`src/rtl/bot_batch_feeder.sv`:
```
// rtl/bot_batch_feeder.sv - batch command sequencer feeding bots to the counting pipeline
//
// Accepts a batch command (top + bot count), streams that many bots from the
// source toward the pipeline one cycle after each accepted beat, then waits
// for the pipeline's batch result and returns it with the latched top.
//
// Ports:
//   clk, rst                       clock, synchronous active-high reset
//   cmdValid/cmdReady/cmdTop/cmdBotCount   batch command handshake
//   srcValid/srcReady/srcBot       bot source stream
//   top/isBotValid/bot/lastBotOfBatch/slowDownInput   drive side to pipeline
//   pipeResultsValid/pipeSum/pipeCount                results from pipeline
//   resValid/resTop/resSum/resCount                   completed batch result
//   errStatus                      sticky error flag (zero count, count
//                                  mismatch, unexpected pipeline result)
module bot_batch_feeder #(
    parameter int COUNT_W = 10
) (
    input  logic                 clk,
    input  logic                 rst,

    input  logic                 cmdValid,
    output logic                 cmdReady,
    input  logic [127:0]         cmdTop,
    input  logic [COUNT_W-1:0]   cmdBotCount,

    input  logic                 srcValid,
    output logic                 srcReady,
    input  logic [127:0]         srcBot,

    output logic [127:0]         top,
    output logic                 isBotValid,
    output logic [127:0]         bot,
    output logic                 lastBotOfBatch,
    input  logic                 slowDownInput,

    input  logic                 pipeResultsValid,
    input  logic [COUNT_W+34:0]  pipeSum,
    input  logic [COUNT_W-1:0]   pipeCount,

    output logic                 resValid,
    output logic [127:0]         resTop,
    output logic [COUNT_W+34:0]  resSum,
    output logic [COUNT_W-1:0]   resCount,

    output logic                 errStatus
);

    typedef enum logic [1:0] {
        IDLE   = 2'd0,
        STREAM = 2'd1,
        DRAIN  = 2'd2
    } state_t;

    localparam logic [COUNT_W-1:0] COUNT_ONE = COUNT_W'(1);

    state_t               state;
    state_t               stateNext;
    logic [COUNT_W-1:0]   remaining;
    logic [COUNT_W-1:0]   batchCount;
    logic                 cmdFire;
    logic                 srcFire;
    logic                 lastFire;

    assign cmdFire  = cmdValid & cmdReady;
    assign srcFire  = srcValid & srcReady;
    assign lastFire = srcFire & (remaining == COUNT_ONE);

    always_ff @(posedge clk) begin
        if (rst) begin
            state <= IDLE;
        end else begin
            state <= stateNext;
        end
    end

    // Handshake readies are gated by rst so nothing is consumed during reset.
    always_comb begin
        stateNext = state;
        cmdReady  = 1'b0;
        srcReady  = 1'b0;
        case (state)
            IDLE: begin
                cmdReady = ~rst;
                if (cmdFire && (cmdBotCount != '0)) begin
                    stateNext = STREAM;
                end
            end
            STREAM: begin
                srcReady = ~slowDownInput & ~rst;
                if (lastFire) begin
                    stateNext = DRAIN;
                end
            end
            DRAIN: begin
                if (pipeResultsValid) begin
                    stateNext = IDLE;
                end
            end
            default: begin
                stateNext = IDLE;
            end
        endcase
    end

    always_ff @(posedge clk) begin
        if (rst) begin
            top            <= '0;
            bot            <= '0;
            isBotValid     <= 1'b0;
            lastBotOfBatch <= 1'b0;
            remaining      <= '0;
            batchCount     <= '0;
            resValid       <= 1'b0;
            resTop         <= '0;
            resSum         <= '0;
            resCount       <= '0;
            errStatus      <= 1'b0;
        end else begin
            isBotValid     <= 1'b0;
            lastBotOfBatch <= 1'b0;
            resValid       <= 1'b0;

            if (cmdFire) begin
                if (cmdBotCount != '0) begin
                    top        <= cmdTop;
                    remaining  <= cmdBotCount;
                    batchCount <= cmdBotCount;
                end else begin
                    errStatus  <= 1'b1;
                end
            end

            // STREAM is left on the beat with remaining==1, so the
            // decrement below can never wrap.
            if (srcFire) begin
                bot            <= srcBot;
                isBotValid     <= 1'b1;
                remaining      <= remaining - COUNT_ONE;
                lastBotOfBatch <= lastFire;
            end

            if (pipeResultsValid) begin
                if (state == DRAIN) begin
                    resTop   <= top;
                    resSum   <= pipeSum;
                    resCount <= pipeCount;
                    resValid <= 1'b1;
                    if (pipeCount != batchCount) begin
                        errStatus <= 1'b1;
                    end
                end else begin
                    errStatus <= 1'b1;
                end
            end
        end
    end

endmodule

```
`config.mk`:
```
export PLATFORM = sky130hd
export DESIGN_NAME = bot_batch_feeder
export DESIGN_NICKNAME = d
export VERILOG_FILES = /design/src/rtl/bot_batch_feeder.sv
export SDC_FILE = /design/constraint.sdc
export NUM_CORES = 1
export LEC_CHECK = 0
export ABC_AREA = 1
export CAP_MARGIN = 10
export CORE_AREA = 4 4 302 304
export CTS_CLUSTER_DIAMETER = 60
export DETAILED_ROUTE_END_ITERATION = 6
export DIE_AREA = 0 0 306 308
export SETUP_SLACK_MARGIN = 0.2
export SLEW_MARGIN = 10
export SYNTH_ARGS = -nofsm -noshare
export SYNTH_HDL_FRONTEND = slang
export SYNTH_SLANG_ARGS = --single-unit
```
`constraint.sdc`:
```
create_clock -name clk -period 2 [get_ports clk]
set_clock_uncertainty 0.1 [all_clocks]
set_input_delay 0.4 -clock clk [delete_from_list [all_inputs] [get_ports clk]]
set_output_delay 0.4 -clock clk [all_outputs]
set_load 0.01 [all_outputs]
```
# After elaboration in Yosys (flattened, before gate mapping)
# Cells that the tools add are included.
word_totals:
  regBits: 465
  word_cells: 55
  output_inout_bits: 445
  input_bits: 327
classes:
  n_bitwise: 8
  mux: 16
  n_addsub: 1
  eq_ne: 7
  reduce_logical: 11
ops:
  columns: ["cell", "n"]
  rows:
  - ["10-bit two-way mux", 3]
  - ["10-bit by 1-bit equality test with 1-bit output, second input constant", 1]
  - ["10-bit != test", 1]
  - ["10-bit nonzero test", 1]
  - ["10-bit by 1-bit subtractor with 10-bit output, second input constant", 1]
  - ["1-bit two-way mux", 9]
  - ["2-bit two-way mux", 3]
  - ["2-bit != test, second input constant", 3]
  - ["2-bit case mux with 3 select lines", 1]
  - ["2-bit AND reduction", 3]
  - ["1-bit AND", 4]
  - ["1-bit inverter", 4]
  - ["2-bit nonzero test", 2]
  - ["2-bit OR reduction", 2]
  - ["3-bit AND reduction", 1]
  - ["2-bit by 1-bit equality test with 1-bit output, second input constant", 1]
  - ["2-bit equality test, second input constant", 1]
  - ["2-bit logical NOT", 1]
  - ["1-bit logical AND", 1]

# Depth between registers and ports, before layout
# Gate-level depths: netlist of run 1.
logic_depth:
  word_depth: 7
  ltp_mapped: 10
  mapped_depth_nobuf: 10

# Least setup slack after synthesis of run 1
# No wires, ideal clock.
synth_path:
  kind: "input-to-reg"
  startpoint: "in rst"
  endpoint: "reg top[0]"
  stages: 8
  path_slack_ns: 0.352
  arrival_time_ns: 1.432
  t_required_ns: 1.784
  n_path_buf: 3
  path_cell_list: "buf_2 -> inv_4 -> nand3_4 -> o21bai_2 -> buf_2 -> buf_2 -> o21ai_0 -> nor2_1"
synth_via:
  elab_chain_cells: 4
synth_rtl:
  columns: ["item", "line_no", "source"]
  rows:
  - ["start, declared", "20", "input logic rst,"]
  - ["1-bit inverter", "84", "cmdReady = ~rst;"]
  - ["1-bit two-way mux", "82", "case (state)"]
  - ["1-bit AND", "65", "assign cmdFire = cmdValid & cmdReady;"]
  - ["2-bit AND reduction (no source line)", null, null]
  - ["end signal, assigned", "126", "top <= cmdTop;"]
  - ["end, declared", "31", "output logic [127:0] top,"]
# Several ways; a longest one is shown, not always the timed one.
# A chain may end at the register's enable or synchronous reset.

# Worst setup path after layout of run 1
layout_path:
  startpoint: "reg state[0]"
  endpoint: "reg bot[122]"
layout_via:
  elab_chain_cells: 3
layout_rtl:
  columns: ["item", "line_no", "source"]
  rows:
  - ["start, declared", "57", "state_t state;"]
  - ["start signal, assigned", "73", "state <= stateNext;"]
  - ["2-bit by 1-bit equality test with 1-bit output", "82", null]
  - ["1-bit two-way mux", "82", null]
  - ["1-bit AND", "66", "assign srcFire = srcValid & srcReady;"]
  - ["end signal, assigned", "137", "bot <= srcBot;"]
  - ["end, declared", "33", "output logic [127:0] bot,"]
# No other way between the ends.

==> reports/results.txt, run 1 <==
The run finished with clean final reports. The pre-antenna-repair detailed-routing pass consisted of 7 iterations. The floorplan has 109 rows. Traced cell by cell, the critical path runs through inv_2, nor2_4, nand2_2, buf_4, nor2_4, buf_12, buf_16, clkbuf_16, o21ai_0, nor2_1.

For the total via count after detailed routing, the log shows 17600. The area of the die is 94200 µm². On the final layout, the worst hold slack is 0.118 ns.

The area growth from synthesis to layout is 69.1%. Across all setup checks in the final design, the least slack found is 0.139 ns. The run gives 18 as the number of antenna violations at the first check in global routing. Via count of the first global-routing pass: 17100.

TritonCTS built the clock tree. Highest achievable clock rate: 537 MHz. The kind of start point of the critical path was a flip-flop.

For the total design power, the log shows 23.1 mW. The mean instance size in the synthesized netlist works out to 7.74 µm². The cell class contributing the biggest share of worst-path delay was buffers and inverters. Measured along the x axis, the die boundary spans 306 µm.

In this design, the stage delay of the slowest critical-path cell is 0.35 ns. The slew of the pin with the lowest slew margin was 0.733 ns; the count of cell types in the netlist was 27. After layout, the worst path uses 93.1% of the clock period. The buffers plus inverters on the worst setup path is 5. The critical path is of the flip-flop to flip-flop type. Counting stages on the worst path, the most repeated cell is sky130_fd_sc_hd__nor2_4. Power spread over the standard cell area amounts to 817 nW/µm².

Counting the buffers created by CTS gives 58. Leaving out fill and tap cells, the most frequent cell in the layout is sky130_fd_sc_hd__nor2_1. Startpoint of the worst setup timing path: state[0]. For this design the static power due to leakage is 11.8 nW. The post-route cell area is 28300 µm², and the minimum clock period is 1.86 ns.

Counting the fill cells in the layout gives 9351. The H-tree generated during clock tree synthesis spans 2 levels. The final hold violation count was 0; the largest net degree at the start of global routing was 132. Along the worst path, the maximum fanout reaches 11.

Clock-pin slew was measured on the worst setup and hold paths at 0.06 ns. The number of endpoints failing setup at the final stage is 0, and the insertion delay of the later-clocked pin in the worst-skew pair is 0.61 ns. The cell sitting at the root of the clock tree is a sky130_fd_sc_hd__clkbuf_16. Once the floorplan was initialized, standard cells occupied 19.0% of the core.

Setup repair after global routing could not meet its margin everywhere. The proportion of layout cells with a drive suffix above 1 came out at 13.1%. The sort of element at the end of the critical path was a flip-flop. Netlist area before placement: 16700 µm². The global-route wire length before repair was 114000 µm.

At the worst endpoint, the arrival time is 2.29 ns. Max-cap violations in this run came to 0. In this run the most critical hold path is launched from rst. The detail route stage leaves a number of antenna-violating nets equal to 0. The tools report the worst setup timing slack at the placement stage as -0.394 ns. The tools report the residual overflow from global routing as 0.

Maximum number of buffers from clock root to sink: 3. The relative slew slack is 51.1%. From bottom edge to top edge, the die measures 308 µm. The top-level I/O count was 772; the maximum vdd ir drop was 0.000561 V. The tools report the beginning of the worst register-to-register path as state[0]. The final count of pins violating max slew is 0.

The synthesis warning total came out at 0. The logs give 2162 for the cell count after synthesis and 0 for the DRC violation count after routing. The number of buffers inserted by port buffering is 771, and the DRC marker count from the first detailed-route iteration is 1176.

In this run the worst hold path is classified as primary input to flip-flop. Detailed placement finished with a half-perimeter wire length of 57800 µm. In the routed layout, each cell is associated on average with a via count of 4.23.

The tools report the clock net sink count as 465. In the final design database the tool counted 3267 nets. Counting flops and latches in the post-synthesis netlist gives 465. The combined global-route utilization of all metal layers is 15.7%, and the mean routed wirelength per cell is 19.6 µm. The library cells used most frequently in the layout, excluding fill and tap cells, are sky130_fd_sc_hd__nor2_1 (542), sky130_fd_sc_hd__dfxtp_1 (439), sky130_fd_sc_hd__clkdlybuf4s50_1 (322), sky130_fd_sc_hd__o21ai_0 (253), sky130_fd_sc_hd__nand2_1 (252).

In this run the cell area measured after placement is 26300 µm². The total area inside the core boundary comes to 88200 µm². The routability-driven placement congestion ratio was 0.817; the net count after synthesis was 2491. The portion of the post-synthesis area used by sequential elements is 55.6%.

The slowest cell on the critical path is sky130_fd_sc_hd__dfxtp_2. STA puts the critical path data required time at 2.43 ns. The total wire length was 81700 µm.
cells by family (layout without fill, tap and decap cells):
kind of cell	Yosys count	count (layout)	synth area share [%]
compound gates	470	470	14.2
xor+xnor	5	5	0.262
fa+ha+maj	2	2	0.150
buf+inv	207	1028	5.32
flops	465	465	55.6
other cells	0	12	0
simple gates	1013	1013	24.5
power breakdown:
| part | switching [mW] | leakage [nW] | internal [mW] | total (mW) |
|---|---|---|---|---|
| Combinational | 1.24 | 7.07 | 1.27 | 2.52 |
| Sequential | 0.223 | 3.78 | 9.57 | 9.79 |
| Clock | 4.33 | 0.970 | 6.48 | 10.8 |
| Total | 5.79 | 11.8 | 17.3 | 23.1 |
stage by stage:
step                      util (%)  std cells  setup TNS, ns
after CTS                     31.7       4128        -0.0147
after detailed placement      29.8       4022         -61.85
final                         32.1       4160              0
after floorplan                  -       2162              0
after global routing          32.1       4155              0
after global placement        29.8       4022         -63.11
layout make-up:
class                      count  area [µm²]  share of cell area (%)
sequential                   465        9340                    33.0
timing repair buffer         889        8730                    30.8
multi-input combinational   1490        6620                    23.4
clock buffer                  80        1670                    5.89
tap                         1165        1460                    5.15
clock inverter                25         303                    1.07
inverter                      34         145                   0.513
antenna                       12        30.0                   0.106
layer usage:
| layer | vias up | share of wire [%] | global-route usage (%) |
|---|---|---|---|
| li1 | 8662 | - | - |
| met1 | 8110 | 40 | 17.9 |
| met2 | 656 | 47 | 25.9 |
| met3 | 147 | 9.4 | 6.42 |
| met4 | 8 | 3.7 | 6.52 |
| met5 | - | 0.16 | 0.708 |
synthesized netlist by cell type (all sizes together):
cell type | instances | area share (%)
clkbuf | 105 | 2.4
or2 | 1 | 0.037
nand3 | 205 | 6.2
a31oi | 2 | 0.075
nand2 | 256 | 5.7
dfxtp | 465 | 56
o21ai | 264 | 7.9
nor2 | 546 | 12
nand4 | 3 | 0.15
nor3 | 2 | 0.060
xnor2 | 4 | 0.21
inv | 34 | 0.78
a21oi | 203 | 6.1
xor2 | 1 | 0.052
buf | 68 | 2.2
ha | 2 | 0.15
o21bai | 1 | 0.067
sequential cells by signal, summed over array words and instances (netlist names), 2 cells and up:
name        flops
bot           128
state           2
top           128
resSum         45
resTop        128
batchCount     10
resCount       10
remaining      10
worst register-to-register path: stages, from the launching register on:
cell	delay (ns)
sky130_fd_sc_hd__dfxtp_2	0.35
sky130_fd_sc_hd__inv_2	0.05
sky130_fd_sc_hd__nor2_4	0.13
sky130_fd_sc_hd__nand2_2	0.07
sky130_fd_sc_hd__buf_4	0.14
sky130_fd_sc_hd__nor2_4	0.13
sky130_fd_sc_hd__buf_12	0.17
sky130_fd_sc_hd__buf_16	0.20
sky130_fd_sc_hd__clkbuf_16	0.21
sky130_fd_sc_hd__o21ai_0	0.10
sky130_fd_sc_hd__nor2_1	0.15
repair_timing:
item / 4_1_cts / 5_1_grt
endpoints found under the setup margin: 572 / 279
pin swaps: 0 / 8
cloned: 0 / 13
endpoints found under the hold margin: 4 / 0
hold buffers: 1 / 0
setup buffers: 0 / 7
resized for setup: 693 / 194
worst paths after layout:
kind / end / slack, ns / cells past startpoint
worst max register to register: bot[122] / 0.14 / 10
worst min register to register: resTop[50] / 0.35 / 2
worst max-delay path: bot[122] / 0.14 / 10
worst min-delay path: state[1] / 0.12 / 3
(Power assumes the default switching activity.)
==> run 2: changes to the inputs <==
--- a/config.mk
+++ b/config.mk
@@ -11,6 +11,7 @@
 export CTS_CLUSTER_DIAMETER = 60
 export DETAILED_ROUTE_END_ITERATION = 6
 export DIE_AREA = 0 0 306 308
+export GPL_ROUTABILITY_DRIVEN = 0
 export SETUP_SLACK_MARGIN = 0.2
 export SLEW_MARGIN = 10
 export SYNTH_ARGS = -nofsm -noshare
==> results of run 2 <==
The final DEF is identical to that of run 1; final timing and power are the same.
==> run 3: changes to the inputs <==
--- a/config.mk
+++ b/config.mk
@@ -6,9 +6,9 @@
 export NUM_CORES = 1
 export LEC_CHECK = 0
 export ABC_AREA = 1
-export CAP_MARGIN = 10
 export CORE_AREA = 4 4 302 304
 export CTS_CLUSTER_DIAMETER = 60
+export CTS_CLUSTER_SIZE = 40
 export DETAILED_ROUTE_END_ITERATION = 6
 export DIE_AREA = 0 0 306 308
 export GPL_ROUTABILITY_DRIVEN = 0
==> reports/results.txt, run 3 (same netlist as run 1, synthesis figures left out) <==
The run finished with clean final reports. The final HPWL from detailed placement was 57800 µm (unchanged); the slew of the pin with the lowest slew margin was 0.664 ns (-0.0697 ns). The critical path data required time was 2.43 ns (about the same); the insertion delay of the later-clocked pin in the worst-skew pair was 0.60 ns (about the same). The tools report the count of standard-cell rows as 109 (unchanged).

The path depth of the worst reg2reg path works out to 11 (+1). The DRC marker count from the first detailed-route iteration came out at 1133 (-3.7%). The logs give 0 (unchanged) for the final hold violation count and 94200 µm² (unchanged) for the area of the die. The leakage power was 11.9 nW (+0.31%); the die width was 306 µm (unchanged). The area growth from synthesis to layout came out at 69.1% (about the same). The detailed-route wire length on metal 1 came out at 32200 µm (-0.13%). The combined global-route utilization of all metal layers is 15.7% (-0.026 points), and the initial core utilization is 19.0% (unchanged).

The power density of the placed cells came out at 815 nW/µm² (-0.22%). The maximum vdd ir drop came out at 0.000542 V (-3.4%). Proportion of layout cells with a drive suffix above 1: 12.7% (-0.38 points). The number of antenna violations at the first check in global routing was 19 (+1); the post-detailed-placement cell area was 26300 µm² (unchanged). The number of buffers inserted by port buffering is 771 (unchanged). The worst hold path belongs to the class primary input to flip-flop. The number of endpoints failing setup at the final stage was 0 (unchanged). The largest net degree at the start of global routing came out at 132 (unchanged). The worst setup path is of the flip-flop to flip-flop kind. For the total wire length, the log shows 81300 µm (-0.41%).

The top-level I/O count came out at 772 (unchanged). Utilization of the core after routing: 32.1% (about the same). The logs give 3 (unchanged) for the maximum number of buffers from clock root to sink and 2 (unchanged) for the number of H-tree levels.

The tools report the sort of element at the end of the critical path as a flip-flop. The global-route wire length before repair was 114000 µm (-0.12%). Final count of pins violating max slew: 0 (unchanged). Minimum clock period: 1.88 ns (+0.0232 ns). Setup repair after global routing could not meet its margin everywhere. The worst setup path is launched from a flip-flop.

The tools report the clock root buffer master as sky130_fd_sc_hd__clkbuf_16. The clock transition at the registers of the reported paths came out at 0.08 ns (+0.02 ns). The max-capacitance violation count was 0 (unchanged). The critical path starts at state[0]. In the layout the commonest cells are sky130_fd_sc_hd__nor2_1 (538), sky130_fd_sc_hd__dfxtp_1 (440), sky130_fd_sc_hd__clkdlybuf4s50_1 (321), sky130_fd_sc_hd__o21ai_0 (254), sky130_fd_sc_hd__nand2_1 (252). The clock net sink count is 465 (unchanged).

TritonCTS built the clock tree. The area inside the core boundary came out at 88200 µm² (unchanged). The worst register-to-register path ends at bot[49]. First-pass iteration count of the detailed router: 6 (-1). The logs give 0.116 ns (-0.0232 ns) for the final critical-path setup slack and 531 MHz (-1.2%) for the highest achievable clock rate. The relative slew slack was 55.8% (+4.6 points); the vertical die dimension was 308 µm (unchanged).

Signal routing reaches up to met5. The worst setup timing slack at the placement stage came out at -0.394 ns (unchanged). The mean routed wirelength per cell was 19.6 µm (about the same). The largest stage delay on the critical path works out to 0.36 ns (about the same). The critical path ends at bot[49]. Leaving out fill and tap cells, the most frequent cell in the layout is sky130_fd_sc_hd__nor2_1. The remaining antenna violation count after routing is 0 (unchanged), and the number of inserted filler cells in the final layout is 9333 (-0.19%). The cell class contributing the biggest share of worst-path delay is buffers and inverters. The via count of the first global-routing pass was 17100 (-0.12%); the peak fanout along the critical path was 18 (+7). The TritonCTS buffer count was 49 (-16%).

Slowest cell on the critical path: sky130_fd_sc_hd__dfxtp_2. The met2 wire length was 38300 µm (-0.61%). For the critical path data arrival time, the log shows 2.31 ns (+0.02 ns). In the final layout, the registers with the most flip-flops are bot: 128 flops, resTop: 128 flops, top: 128 flops. The minimum setup slack among reg-to-reg paths was 0.12 ns (-0.02 ns).

The startpoint identified for the worst register-to-register timing path is state[0]. The DRC violation count after routing is 0 (unchanged), and the total number of cells along the worst setup path is 11 (+1). The residual overflow from global routing was 0 (unchanged); the total negative setup slack was 0 ns (unchanged). The tools report the total via count after detailed routing as 17600 (+0.23%). The final worst hold slack is 0.0757 ns (-0.0418 ns), and the post-route cell area is 28300 µm² (about the same). Traced cell by cell, the critical path runs through inv_2, nor2_4, nand2_2, buf_6, nor2_4, buf_12, buf_12, clkbuf_16, clkbuf_16, o21ai_0, nor2_1.

The final net count is 3257 (-0.31%). Sum of met3 wire segment lengths after detailed routing: 7510 µm (-2.0%). Via density per instance: 4.25 (+0.61%). The buffers plus inverters on the worst setup path was 6 (+1); the portion of the clock cycle consumed by the worst path in the final layout was 94.2% (+1.2 points).
run 3: how the worst min path moves through the flow:
stage | start | depth (start not counted) | slack (ns) | to
6_report | cmdBotCount[2] | 3 | 0.08 | batchCount[2]
5_1_grt | cmdBotCount[2] | 3 | 0.06 | batchCount[2]
4_1_cts | rst | 3 | 0.05 | state[1]
3_5_place_dp | resTop[50] | 2 | 0.35 | resTop[50]
3_3_place_gp | resCount[6] | 2 | 0.35 | resCount[6]
2_1_floorplan | batchCount[9] | 2 | 0.35 | batchCount[9]
run 3: timing repair:
item | 4_1_cts | 5_1_grt
buffers inserted | 0 | 7
gates resized for setup | 685 | 180
hold buffers | 1 | 0
endpoints found under the hold margin | 4 | 0
gates cloned | 0 | 12
setup endpoints to repair | 575 | 277
pin swaps | 0 | 7
run 3: per-stage QoR:
step / std cells / total power [mW]
floorplan: 2162 / 10.8
global placement: 4022 / 12.6
global route: 4141 / 24.0
finish: 4144 / 23.1
CTS: 4115 / 23.4
detailed placement: 4022 / 12.6
run 3: final cells by class:
type / count / area (µm²) / area share (%)
sequential: 465 / 9340 / 33.0
timing repair buffer: 888 / 8750 / 30.9
multi-input combinational: 1490 / 6650 / 23.5
tap: 1165 / 1460 / 5.15
clock buffer: 55 / 1320 / 4.67
clock inverter: 37 / 604 / 2.14
inverter: 34 / 153 / 0.539
antenna: 10 / 25.0 / 0.0884
run 3: routing by layer:
| metal | global-route usage, % | up-vias |
|---|---|---|
| met3 | 6.37 | 154 |
| met2 | 25.9 | 664 |
| met4 | 6.81 | 8 |
| li1 | - | 8646 |
| met1 | 17.8 | 8151 |
| met5 | 0.708 | - |
run 3: report_power, final:
group	switching (mW)	internal, mW
Clock	4.67	6.11
Sequential	0.222	9.56
Combinational	1.24	1.27
Total	6.13	16.9
run 3: worst register-to-register path, cell delays in order (launching register included):
cell and delay, ns:
sky130_fd_sc_hd__dfxtp_2 0.36, sky130_fd_sc_hd__inv_2 0.05, sky130_fd_sc_hd__nor2_4 0.13, sky130_fd_sc_hd__nand2_2 0.07, sky130_fd_sc_hd__buf_6 0.12, sky130_fd_sc_hd__nor2_4 0.13
sky130_fd_sc_hd__buf_12 0.18, sky130_fd_sc_hd__buf_12 0.14, sky130_fd_sc_hd__clkbuf_16 0.14, sky130_fd_sc_hd__clkbuf_16 0.18, sky130_fd_sc_hd__o21ai_0 0.09, sky130_fd_sc_hd__nor2_1 0.13
